**src/rtl/wb_arbiter.sv**
```systemverilog
// Purpose : writeback arbiter merging ALU results and queued load returns into one regfile write port.
// Latency : 1 cycle from selection to wr_*; loads bypass the queue when it is empty and no ALU result is present.
// Backpress: ALU never stalls; ld_rdy drops when the load queue holds LD_DEPTH entries (count-based, even on pop).
//
// Ports: clk/rst_n (async active-low); alu_vld/alu_trd/alu_reg/alu_data ALU result;
//        ld_vld/ld_rdy/ld_trd/ld_reg/ld_data load return handshake; flush/flush_trd per-thread kill;
//        wr_en/wr_trd/reg_wr/wr_data registered regfile write; ld_cnt queue occupancy (incl. flushed).
// Optional: define WB_PERF_EN to add perf_conflict, a saturating count of cycles where an ALU result
//           blocked a valid queued load.
module wb_arbiter #(
    parameter int LD_DEPTH = 4,
    parameter int PERF_W   = 16
) (
    input  logic                       clk,
    input  logic                       rst_n,
    input  logic                       alu_vld,
    input  logic [2:0]                 alu_trd,
    input  logic [4:0]                 alu_reg,
    input  logic [31:0]                alu_data,
    input  logic                       ld_vld,
    output logic                       ld_rdy,
    input  logic [2:0]                 ld_trd,
    input  logic [4:0]                 ld_reg,
    input  logic [31:0]                ld_data,
    input  logic                       flush,
    input  logic [2:0]                 flush_trd,
    output logic                       wr_en,
    output logic [2:0]                 wr_trd,
    output logic [4:0]                 reg_wr,
    output logic [31:0]                wr_data,
`ifdef WB_PERF_EN
    output logic [PERF_W-1:0]          perf_conflict,
`endif
    output logic [$clog2(LD_DEPTH):0]  ld_cnt
);

    localparam int AW = $clog2(LD_DEPTH);
    localparam logic [AW:0]   FULL_CNT = (AW+1)'(LD_DEPTH);
    localparam logic [AW:0]   CNT_ONE  = 1;
    localparam logic [AW-1:0] PTR_ONE  = 1;

    // load-return queue storage
    logic        q_vld  [LD_DEPTH];
    logic [2:0]  q_trd  [LD_DEPTH];
    logic [4:0]  q_reg  [LD_DEPTH];
    logic [31:0] q_data [LD_DEPTH];
    logic [AW-1:0] rd_ptr, wr_ptr;

    logic        fifo_empty, head_live, ld_acc, ld_kill, bypass, push, pop;
    logic        issue;
    logic [2:0]  issue_trd;
    logic [4:0]  issue_reg;
    logic [31:0] issue_data;

    assign ld_rdy     = (ld_cnt != FULL_CNT);
    assign fifo_empty = (ld_cnt == '0);
    assign ld_acc     = ld_vld && ld_rdy;
    assign ld_kill    = flush && (ld_trd == flush_trd);
    // A head being flushed this very cycle is treated as already dead so a
    // killed thread is never written after its flush cycle.
    assign head_live  = !fifo_empty && q_vld[rd_ptr] && !(flush && (q_trd[rd_ptr] == flush_trd));
    // Killed loads still go through the queue (as invalid) so the handshake stays simple.
    assign bypass     = fifo_empty && !alu_vld && ld_acc && !ld_kill;
    assign push       = ld_acc && !bypass;
    // Dead heads drain even while the ALU owns the port; live heads wait.
    assign pop        = !fifo_empty && (!alu_vld || !head_live);

    always_comb begin
        issue      = 1'b0;
        issue_trd  = alu_trd;
        issue_reg  = alu_reg;
        issue_data = alu_data;
        if (alu_vld) begin
            issue = 1'b1;
        end else if (head_live) begin
            issue      = 1'b1;
            issue_trd  = q_trd[rd_ptr];
            issue_reg  = q_reg[rd_ptr];
            issue_data = q_data[rd_ptr];
        end else if (bypass) begin
            issue      = 1'b1;
            issue_trd  = ld_trd;
            issue_reg  = ld_reg;
            issue_data = ld_data;
        end
    end

    always_ff @(posedge clk or negedge rst_n) begin
        if (!rst_n) begin
            rd_ptr <= '0;
            wr_ptr <= '0;
            ld_cnt <= '0;
            for (int i = 0; i < LD_DEPTH; i++) begin
                q_vld[i]  <= 1'b0;
                q_trd[i]  <= '0;
                q_reg[i]  <= '0;
                q_data[i] <= '0;
            end
        end else begin
            if (flush) begin
                for (int i = 0; i < LD_DEPTH; i++) begin
                    if (q_trd[i] == flush_trd) q_vld[i] <= 1'b0;
                end
            end
            // Written after the flush loop; the slot at wr_ptr is free whenever push is allowed.
            if (push) begin
                q_vld[wr_ptr]  <= !ld_kill;
                q_trd[wr_ptr]  <= ld_trd;
                q_reg[wr_ptr]  <= ld_reg;
                q_data[wr_ptr] <= ld_data;
                wr_ptr         <= wr_ptr + PTR_ONE;
            end
            if (pop) rd_ptr <= rd_ptr + PTR_ONE;
            case ({push, pop})
                2'b10:   ld_cnt <= ld_cnt + CNT_ONE;
                2'b01:   ld_cnt <= ld_cnt - CNT_ONE;
                default: ld_cnt <= ld_cnt;
            endcase
        end
    end

    // r0 is hardwired zero: the result is consumed but the write strobe is suppressed.
    always_ff @(posedge clk or negedge rst_n) begin
        if (!rst_n) begin
            wr_en   <= 1'b0;
            wr_trd  <= '0;
            reg_wr  <= '0;
            wr_data <= '0;
        end else begin
            wr_en <= issue && (issue_reg != 5'd0);
            if (issue) begin
                wr_trd  <= issue_trd;
                reg_wr  <= issue_reg;
                wr_data <= issue_data;
            end
        end
    end

`ifdef WB_PERF_EN
    always_ff @(posedge clk or negedge rst_n) begin
        if (!rst_n) begin
            perf_conflict <= '0;
        end else if (alu_vld && head_live && (perf_conflict != '1)) begin
            perf_conflict <= perf_conflict + PERF_W'(1);
        end
    end
`endif

endmodule

```
**config.mk**
```make
export PLATFORM = sky130hd
export DESIGN_NAME = wb_arbiter
export DESIGN_NICKNAME = d
export VERILOG_FILES = /design/src/rtl/wb_arbiter.sv
export SDC_FILE = /design/constraint.sdc
export NUM_CORES = 1
export LEC_CHECK = 0
export CAP_MARGIN = 20
export CORE_UTILIZATION = 55
export DETAILED_ROUTE_END_ITERATION = 12
export PLACE_DENSITY_LB_ADDON = 0.25
export SLEW_MARGIN = 20
export SYNTH_ARGS = -nofsm -noshare
export SYNTH_HDL_FRONTEND = slang
export SYNTH_SLANG_ARGS = --single-unit
```
**constraint.sdc**
```tcl
create_clock -name clk -period 3.81 [get_ports clk]
set_clock_uncertainty 0.15 [all_clocks]
set_input_delay 0.381 -clock clk [delete_from_list [all_inputs] [get_ports clk]]
set_output_delay 0.381 -clock clk [all_outputs]
set_load 0.03 [all_outputs]
```
Word level (Yosys, flattened, before mapping). Cells that the tools add are included.

Bitwise operators: 2. Equal/unequal tests: 9. $add $sub $neg: 4. Reduce and logical (&&, ||, !) cells: 22. $lt $le $gt $ge: 3. Mux-type cells: 43.

Operators by type and width (count): $mux W32 (6); $bwmux W128 (1); $bmux W32 S2 (1); $demux W32 S2 (1); $mux W5 (6); $bwmux W20 (1); $eq A3 B3 Y1 (6); $mux W3 (6); $bwmux W12 (1); $logic_and A1 B1 Y1 (12); $bmux W5 S2 (1); $demux W5 S2 (1); $mux W1 (10); $mux W4 (2); $bmux W3 S2 (1); $demux W3 S2 (1); $ge A3 B3 Y1 const B (2); $logic_not A1 Y1 (6); $not A2 Y3 (2); $pmux W3 S2 (1); $reduce_bool A5 Y1 (1); $add A2 B1 Y2 const B (2); $bwmux W4 (1); $add A3 B1 Y3 const B (1); other kinds (10) (10).

Word-level logic and storage cells: 106. Bits in registers: 212. Output and inout bits: 45.

Longest topological paths before layout. Gate-level depths: netlist of the first run.

Word-level depth: 13. Depth in mapped cells: 13. Depth with buffers taken out: 10.

Worst setup path before layout of the first run. No wires, ideal clock.

Path kind: register -> register. Start: register rd_ptr[1]. End: register ld_cnt[1]. Cell stages (with the launch flop): 10. Clock period less this slack: 3.099 ns. Required time: 3.535 ns. Setup slack: 0.711 ns. Buffers on the path: 2. Arrival time: 2.824 ns. Cells stage by stage: dfrtp_1 buf_6 mux4_2 xor2_1 o41a_1 buf_6 a21boi_1 ha_1 fa_1 mux2_2.

Longest elaborated chain between the ends: 13. Elaborated cells on any way between the ends: 19.

Ends and longest elaborated chain: from (decl) (RTL line 47) `logic [AW-1:0] rd_ptr, wr_ptr;`; from (signal assigned) (RTL line 113) `if (pop) rd_ptr <= rd_ptr + PTR_ONE;`; $not A2 Y3 (not written as such) (*) (RTL line 61) `assign head_live = !fifo_empty && q_vld[rd_ptr] && !(flush && (q_trd[rd_ptr] == flush_trd));`; $bmux W3 S2 (RTL line 61); $mux W3 (not written as such) (2 in series) (RTL line 61); $eq A3 B3 Y1 (RTL line 61); $logic_and A1 B1 Y1 (RTL line 61); $logic_not A1 Y1 (RTL line 61); $logic_and A1 B1 Y1 (*) (RTL line 61); $logic_not A1 Y1 (*) (RTL line 66) `assign pop = !fifo_empty && (!alu_vld || !head_live);`; $logic_or A1 B1 Y1 (*) (RTL line 66); $logic_and A1 B1 Y1 (*) (RTL line 66); via pop (RTL line 49) `logic fifo_empty, head_live, ld_acc, ld_kill, bypass, push, pop;`; $eq A2 B1 Y1 or $eq A2 B2 Y1 (tied branches) (RTL line 114) `case ({push, pop})`; $pmux W3 S2 or $reduce_bool A2 Y1 (tied branches); to (signal assigned) (RTL line 115) `2'b10: ld_cnt <= ld_cnt + CNT_ONE;`; to (signal assigned) (RTL line 116) `2'b01: ld_cnt <= ld_cnt - CNT_ONE;`; to (signal assigned) (RTL line 117) `default: ld_cnt <= ld_cnt;`; to (decl) (RTL line 34) `output logic [$clog2(LD_DEPTH):0] ld_cnt`.

The timed path passes the listed nets; every way through them passes the cells marked *. The select of a mux whose other input is x is not followed. A chain may end at the register's enable or synchronous reset.

Worst setup path after layout of the first run. Same ends and word-level chain as after synthesis.

==> reports/qor.csv, run 1 <==
metric,value,unit
status,finished clean,
Int Pwr,7.32,mW
post-layout util,69.8,%
Root Driver,clkbuf_16,
die height,136,µm
cell area after layout,12100,µm²
"Seq/Total Area, Yosys",53.9,%
Crit. End Element,register,
Row Count,48,
quantity of gates resized following cts,0,
total negative slack,0,ns
CTS Buffer Depth,3,
cell count of the worst reg-to-reg path,7,
post-place instance area,11300,µm²
final WL,22.1,mm
first-pass GRT wire length,36.3,mm
Worst slew margin,49.4,%
global placement routability congestion,0.807,
setup repair after global routing missed its margin,false,
grt ovf,0,
via count,6269,
minimum hold slack,0.170,ns
Initial Util,56.7,%
gr usage total,25.4,%
DRC,0,
Setup Crit Path Kind,reg -> reg,
leakage power figure,4.99,nW
Slowest cell on crit path,mux4_2,
Area Growth Syn to Fin,23.1,%
Seq cells post-synth,212,
max-cap violations,0,
Post-DP HPWL,14.2,mm
syn_nets,756,
Core Area,17400,µm²
Iteration-0 DRC Markers,358,
Final Cycle Share,86.3,%
max incr delay on CP,0.57,ns
required arrival time at the worst endpoint,4.04,ns
post-route minimum period,3.29,ns
fillers,1146,
Reg power frac,36.4,%
pin count of the biggest net entering global routing,86,
Comb power frac,44.4,%
Fin. Hold Viols,0,
I/O Pins,133,
via density per instance,6.07,
post-DR wirelength/cell,21.4,µm
DIE WIDTH,136,µm
Worst VDD drop,0.480,mV
total clock sinks,212,
CTS buffer count,23,
dpl ws,0.189,ns
"CTS clk-pin slew, worst paths",0.06,ns
"setup slack, reg-to-reg",0.52,ns
Crit. Startpoint,rd_ptr[1]$_DFFE_PN0P_,
post-synth cell types,40,
CTS H-tree depth,1,
Antenna Violating Nets Remaining,0,
Hold WC Path Type,in -> reg,
Yosys warnings,0,
net count reported at finish,886,
IO buf count,132,
CTS tree,done,
Least-Margin Pin Slew,0.759,ns
cell count after synthesis,662,
Post-CTS Setup Bufs,0,
clk_lat worst skew,0.50,ns
worst r2r dst,ld_cnt[1]$_DFFE_PN0P_,
share of layout cells above drive strength 1,32.5,%
WP data arrival,3.52,ns
startpoint types,register,
FMAX,304,MHz
Cell Pwr Density,928,nW/µm²
# diodes,0,
Reg2Reg Launch Point,rd_ptr[1]$_DFFE_PN0P_,
switching pwr,3.91,mW
via count of the first global-routing pass,6909,
crit path cell chain,"mux4_2, xor2_1, o41a_2, a21boi_1, ha_1, fa_1, mux2_2",
Hold Buf Count CTS,1,
crit path max fanout,7,
DRT Pass-1 Iters,5,
final setup fails,0,
clock network fraction of total power,19.2,%
max-slew violations,0,
Mapped Area,9830,µm²
max reg flops,128,
DIE AREA,18400,µm²
Sw Ratio,34.8,%
Worst Setup EP,ld_cnt[1]$_DFFE_PN0P_,
worst setup margin,0.524,ns
synthesized area per cell,14.9,µm²
antenna violations before repair,1,
cell families after synthesis:
logic type | after synthesis | synth area share (%)
flip-flops | 212 | 53.9
multiplexers | 203 | 27.9
AO/OA/AOI/OAI | 128 | 8.83
buffers and inverters | 57 | 4.03
AND/OR/NAND/NOR | 32 | 2.29
XOR/XNOR | 24 | 2.14
adder cells (fa/ha/maj) | 6 | 0.840
power groups by stage:
stage               Clock, mW  Sequential, mW  Combinational, mW
finish                   2.15            4.09               4.99
global route             2.27            4.23               5.37
CTS                      2.19            4.08               5.04
detailed placement          0            4.12               5.01
global placement            0            3.98               4.86
floorplan                   0            4.33               3.28
synthesized netlist by cell type (all sizes together):
| master | count | area share (%) |
|---|---|---|
| nor2 | 4 | 0.15 |
| o22a | 1 | 0.089 |
| o21ai | 46 | 2.3 |
| or3 | 1 | 0.064 |
| o32a | 3 | 0.31 |
| or4b | 1 | 0.10 |
| o22ai | 2 | 0.13 |
| buf | 33 | 3.1 |
| nor4b | 1 | 0.15 |
| mux2 | 161 | 18 |
| nor4 | 1 | 0.22 |
| a221oi | 1 | 0.089 |
| xor2 | 8 | 0.71 |
| xnor2 | 16 | 1.4 |
| fa | 1 | 0.20 |
| nor2b | 1 | 0.064 |
| mux2i | 1 | 0.10 |
| clkbuf | 18 | 0.69 |
| dfrtp | 212 | 54 |
| mux4 | 41 | 9.4 |
| nand4 | 4 | 0.25 |
| nand3 | 4 | 0.20 |
| inv | 6 | 0.23 |
| nand2 | 11 | 0.73 |
| nor3 | 1 | 0.17 |
| a22oi | 68 | 5.2 |
| o41a | 1 | 0.11 |
| and3 | 2 | 0.13 |
| and2 | 1 | 0.064 |
| a21oi | 3 | 0.15 |
| a21boi | 1 | 0.076 |
| o41ai | 1 | 0.28 |
| ha | 5 | 0.64 |
| a31oi | 1 | 0.064 |
placed cells by master, fill, tap and decap left out, drive strengths merged:
cell             n
o41a             1
or4b             1
o22a             1
o32a             3
mux2           161
inv              7
a21boi           1
a22oi           68
xnor2           16
nor3             1
o41ai            1
and2             1
xor2             8
clkinv           3
o21ai           46
nor4b            1
or3              1
nand3            4
nor4             1
a221oi           1
a21oi            3
and3             2
nand4            4
mux2i            1
fa               1
a31oi            1
nor2b            1
clkdlybuf4s50  130
dlygate4sd3      1
ha               5
mux4            41
buf             24
dfrtp          212
clkbuf          37
nor2             4
nand2           11
o22ai            2
metal layers:
| metal | wire length [µm] | global-route usage, % | up-vias |
|---|---|---|---|
| met3 | 1200 | 3.82 | 39 |
| met4 | 438 | 6.49 | 0 |
| met2 | 11200 | 44.2 | 192 |
| met5 | 0 | 0 | - |
| li1 | - | - | 2773 |
| met1 | 9260 | 33.3 | 3265 |
layout make-up:
| type | instances | area (µm²) | area share, % |
|---|---|---|---|
| well taps | 225 | 282 | 2.33 |
| clock inverters | 4 | 35.0 | 0.289 |
| repair buffers | 156 | 1600 | 13.2 |
| clock buffers | 36 | 714 | 5.90 |
| inverters | 6 | 22.5 | 0.186 |
| multi-input cells | 393 | 4140 | 34.2 |
| flip-flops and latches | 212 | 5310 | 43.8 |
worst max-delay path, delay by kind of cell (launching register included):
family                   cells  cell delay (ns)
XOR/XNOR                     1             0.20
flip-flops                   1             0.50
AO/OA/AOI/OAI                2             0.79
adder cells (fa/ha/maj)      2             0.69
multiplexers                 2             0.83
worst min path at each step:
stage / start / endpoint / slack [ns] / depth (start not counted)
2_1_floorplan: rst_n / ld_cnt[0]$_DFFE_PN0P_ / -0.06 / 0
3_3_place_gp: rst_n / q_data[29]$_DFFE_PN0P_ / 0.31 / 1
3_5_place_dp: rst_n / q_data[29]$_DFFE_PN0P_ / 0.32 / 1
4_1_cts: alu_vld / wr_trd[0]$_DFFE_PN0P_ / 0.16 / 2
5_1_grt: alu_vld / wr_trd[0]$_DFFE_PN0P_ / 0.20 / 2
6_report: alu_vld / wr_trd[0]$_DFFE_PN0P_ / 0.17 / 2
stage by stage:
stage,power (mW),instances
global route,11.9,1032
detailed placement,9.12,991
global placement,8.84,991
CTS,11.3,1032
floorplan,7.61,662
finish,11.2,1032
(Power assumes the default switching activity.)
==> inputs of run 2 (changes only) <==
Settings changed: GPL_TIMING_DRIVEN from default to 0.
Clock period 3.81 ns to 3.75 ns, I/O delays scaled along.
==> run 2 against run 1 <==
Core utilization grew 0.37 points. Non-clock buffer count grew 26. Routed wire length grew 5.4%. Total power grew 2.0%. Worst setup slack lost 0.12 ns. Sequential power is essentially flat. Flip-flop and latch count is the same. Hold slack gained 0.021 ns. Design area grew 0.54%. Count of clock-buffer cells in the layout shrank 3. Combinational power grew 5.4%.
==> reports/qor.csv, run 2 (same netlist as run 1, synthesis figures left out) <==
metric,value,unit
"leading cell types in the layout, fill and taps excluded","dfrtp_1 (212), mux2_2 (149), clkdlybuf4s50_1 (127)",
via density per instance,5.98,
worst setup margin,0.404,ns
minimum hold slack,0.191,ns
die height,136,µm
crit path max fanout,8,
"CTS clk-pin slew, worst paths",0.06,ns
pin count of the biggest net entering global routing,102,
clock network fraction of total power,18.1,%
Worst VDD drop,0.474,mV
setup repair after global routing missed its margin,false,
Reg2Reg Launch Point,rd_ptr[1]$_DFFE_PN0P_,
DRC,0,
share of layout cells above drive strength 1,32.1,%
gr usage total,26.6,%
post-route minimum period,3.35,ns
grt ovf,0,
max-cap violations,0,
first-pass GRT wire length,37.0,mm
Row Count,48,
quantity of gates resized following cts,0,
Comb power frac,45.9,%
FMAX,299,MHz
antenna violations before repair,0,
I/O Pins,133,
Setup Crit Path Kind,in -> reg,
"commonest non-fill, non-tap cell in the layout",dfrtp_1,
Initial Util,56.7,%
Hold WC Path Type,in -> async,
Final Cycle Share,89.2,%
CTS Buffer Depth,3,
Area Growth Syn to Fin,23.8,%
Worst slew margin,39.1,%
Crit. Startpoint,flush,
max incr delay on CP,0.58,ns
final WL,23.3,mm
Slowest cell on crit path,clkdlybuf4s50_1,
Reg power frac,36.0,%
placed cells,1017,
dpl ws,-0.123,ns
DIE WIDTH,136,µm
switching pwr,4.02,mW
final std cells w/o fill,1057,
status,finished clean,
required arrival time at the worst endpoint,3.98,ns
CTS H-tree depth,1,
largest delay contributor family on the critical path,buffers and inverters,
CTS tree,done,
Least-Margin Pin Slew,0.914,ns
leakage power figure,5.02,nW
total negative slack,0,ns
CP bufs+invs,5,
net count reported at finish,911,
IO buf count,128,
Cell Pwr Density,941,nW/µm²
via count,6326,
total clock sinks,212,
Antenna Violating Nets Remaining,0,
final setup fails,0,
cell mode on critical path,inv_1,
DRT Pass-1 Iters,4,
WP data arrival,3.58,ns
DIE AREA,18400,µm²
post-DR wirelength/cell,22.0,µm
Int Pwr,7.43,mW
clk_lat worst skew,0.50,ns
Root Driver,clkbuf_16,
CTS buffer count,22,
via count of the first global-routing pass,6898,
Sw Ratio,35.1,%
Post-DP HPWL,15.7,mm
crit path cell chain,"clkdlybuf4s50_1, inv_1, nor4_4, or4b_1, clkbuf_1, and3_1, buf_4, inv_1, ha_1, fa_1, xnor2_1, nor2_1, xor2_1",
Iteration-0 DRC Markers,308,
fillers,1170,
Fin. Hold Viols,0,
global placement routability congestion,0.841,
Crit. End Element,register,
# diodes,0,
startpoint types,input port,
max-slew violations,0,
max reg flops,128,
Core Area,17400,µm²
[run 2: cell type report]
type                    count  area (µm²)  share of cell area (%)
clock buffers              33         663                    5.45
well taps                 225         282                    2.31
flip-flops and latches    212        5310                    43.6
clock inverters             6        32.5                   0.267
repair buffers            131        1350                    11.1
multi-input cells         393        4140                    34.0
plain buffers              51         374                    3.07
inverters                   6        22.5                   0.185
[run 2: worst paths after layout]
path	to	slack, ns	cells past startpoint
setup reg to reg	ld_cnt[1]$_DFFE_PN0P_	0.41	9
hold reg to reg	reg_wr[4]$_DFFE_PN0P_	0.33	2
max in group asynchronous	q_data[43]$_DFFE_PN0P_	2.48	3
min in group clk	q_vld[1]$_DFF_PN0_	0.22	5
setup / recovery	ld_cnt[2]$_DFFE_PN0P_	0.40	13
hold / removal	wr_data[29]$_DFFE_PN0P_	0.19	2
[run 2: routing by layer]
layer / global-route usage, % / vias to the layer above / wire (µm)
li1: - / 2806 / -
met1: 35.3 / 3317 / 9790
met2: 46.0 / 184 / 11900
met3: 3.85 / 19 / 1290
met4: 6.37 / 0 / 278
met5: 0 / - / 0
[run 2: power groups by stage]
stage | Clock (mW) | Combinational (mW) | Sequential [mW]
final | 2.08 | 5.26 | 4.12
after global routing | 2.19 | 5.63 | 4.24
after CTS | 2.10 | 5.31 | 4.10
after detailed placement | 0 | 5.26 | 4.13
after global placement | 0 | 5.09 | 4.01
after floorplan | 0 | 3.34 | 4.40
[run 2: timing repair]
item                                   4_1_cts  5_1_grt
hold buffers                                 1        0
buffers inserted                             0        0
endpoints found under the hold margin      111        0
[run 2: through the flow]
stage                     util [%]  instance area [µm²]  power, mW
after floorplan                  -                 9830       7.74
after global placement        65.7                11400       9.09
after detailed placement      66.1                11500       9.39
after CTS                     70.1                12200       11.5
after global routing          70.1                12200       12.1
final                         70.1                12200       11.5
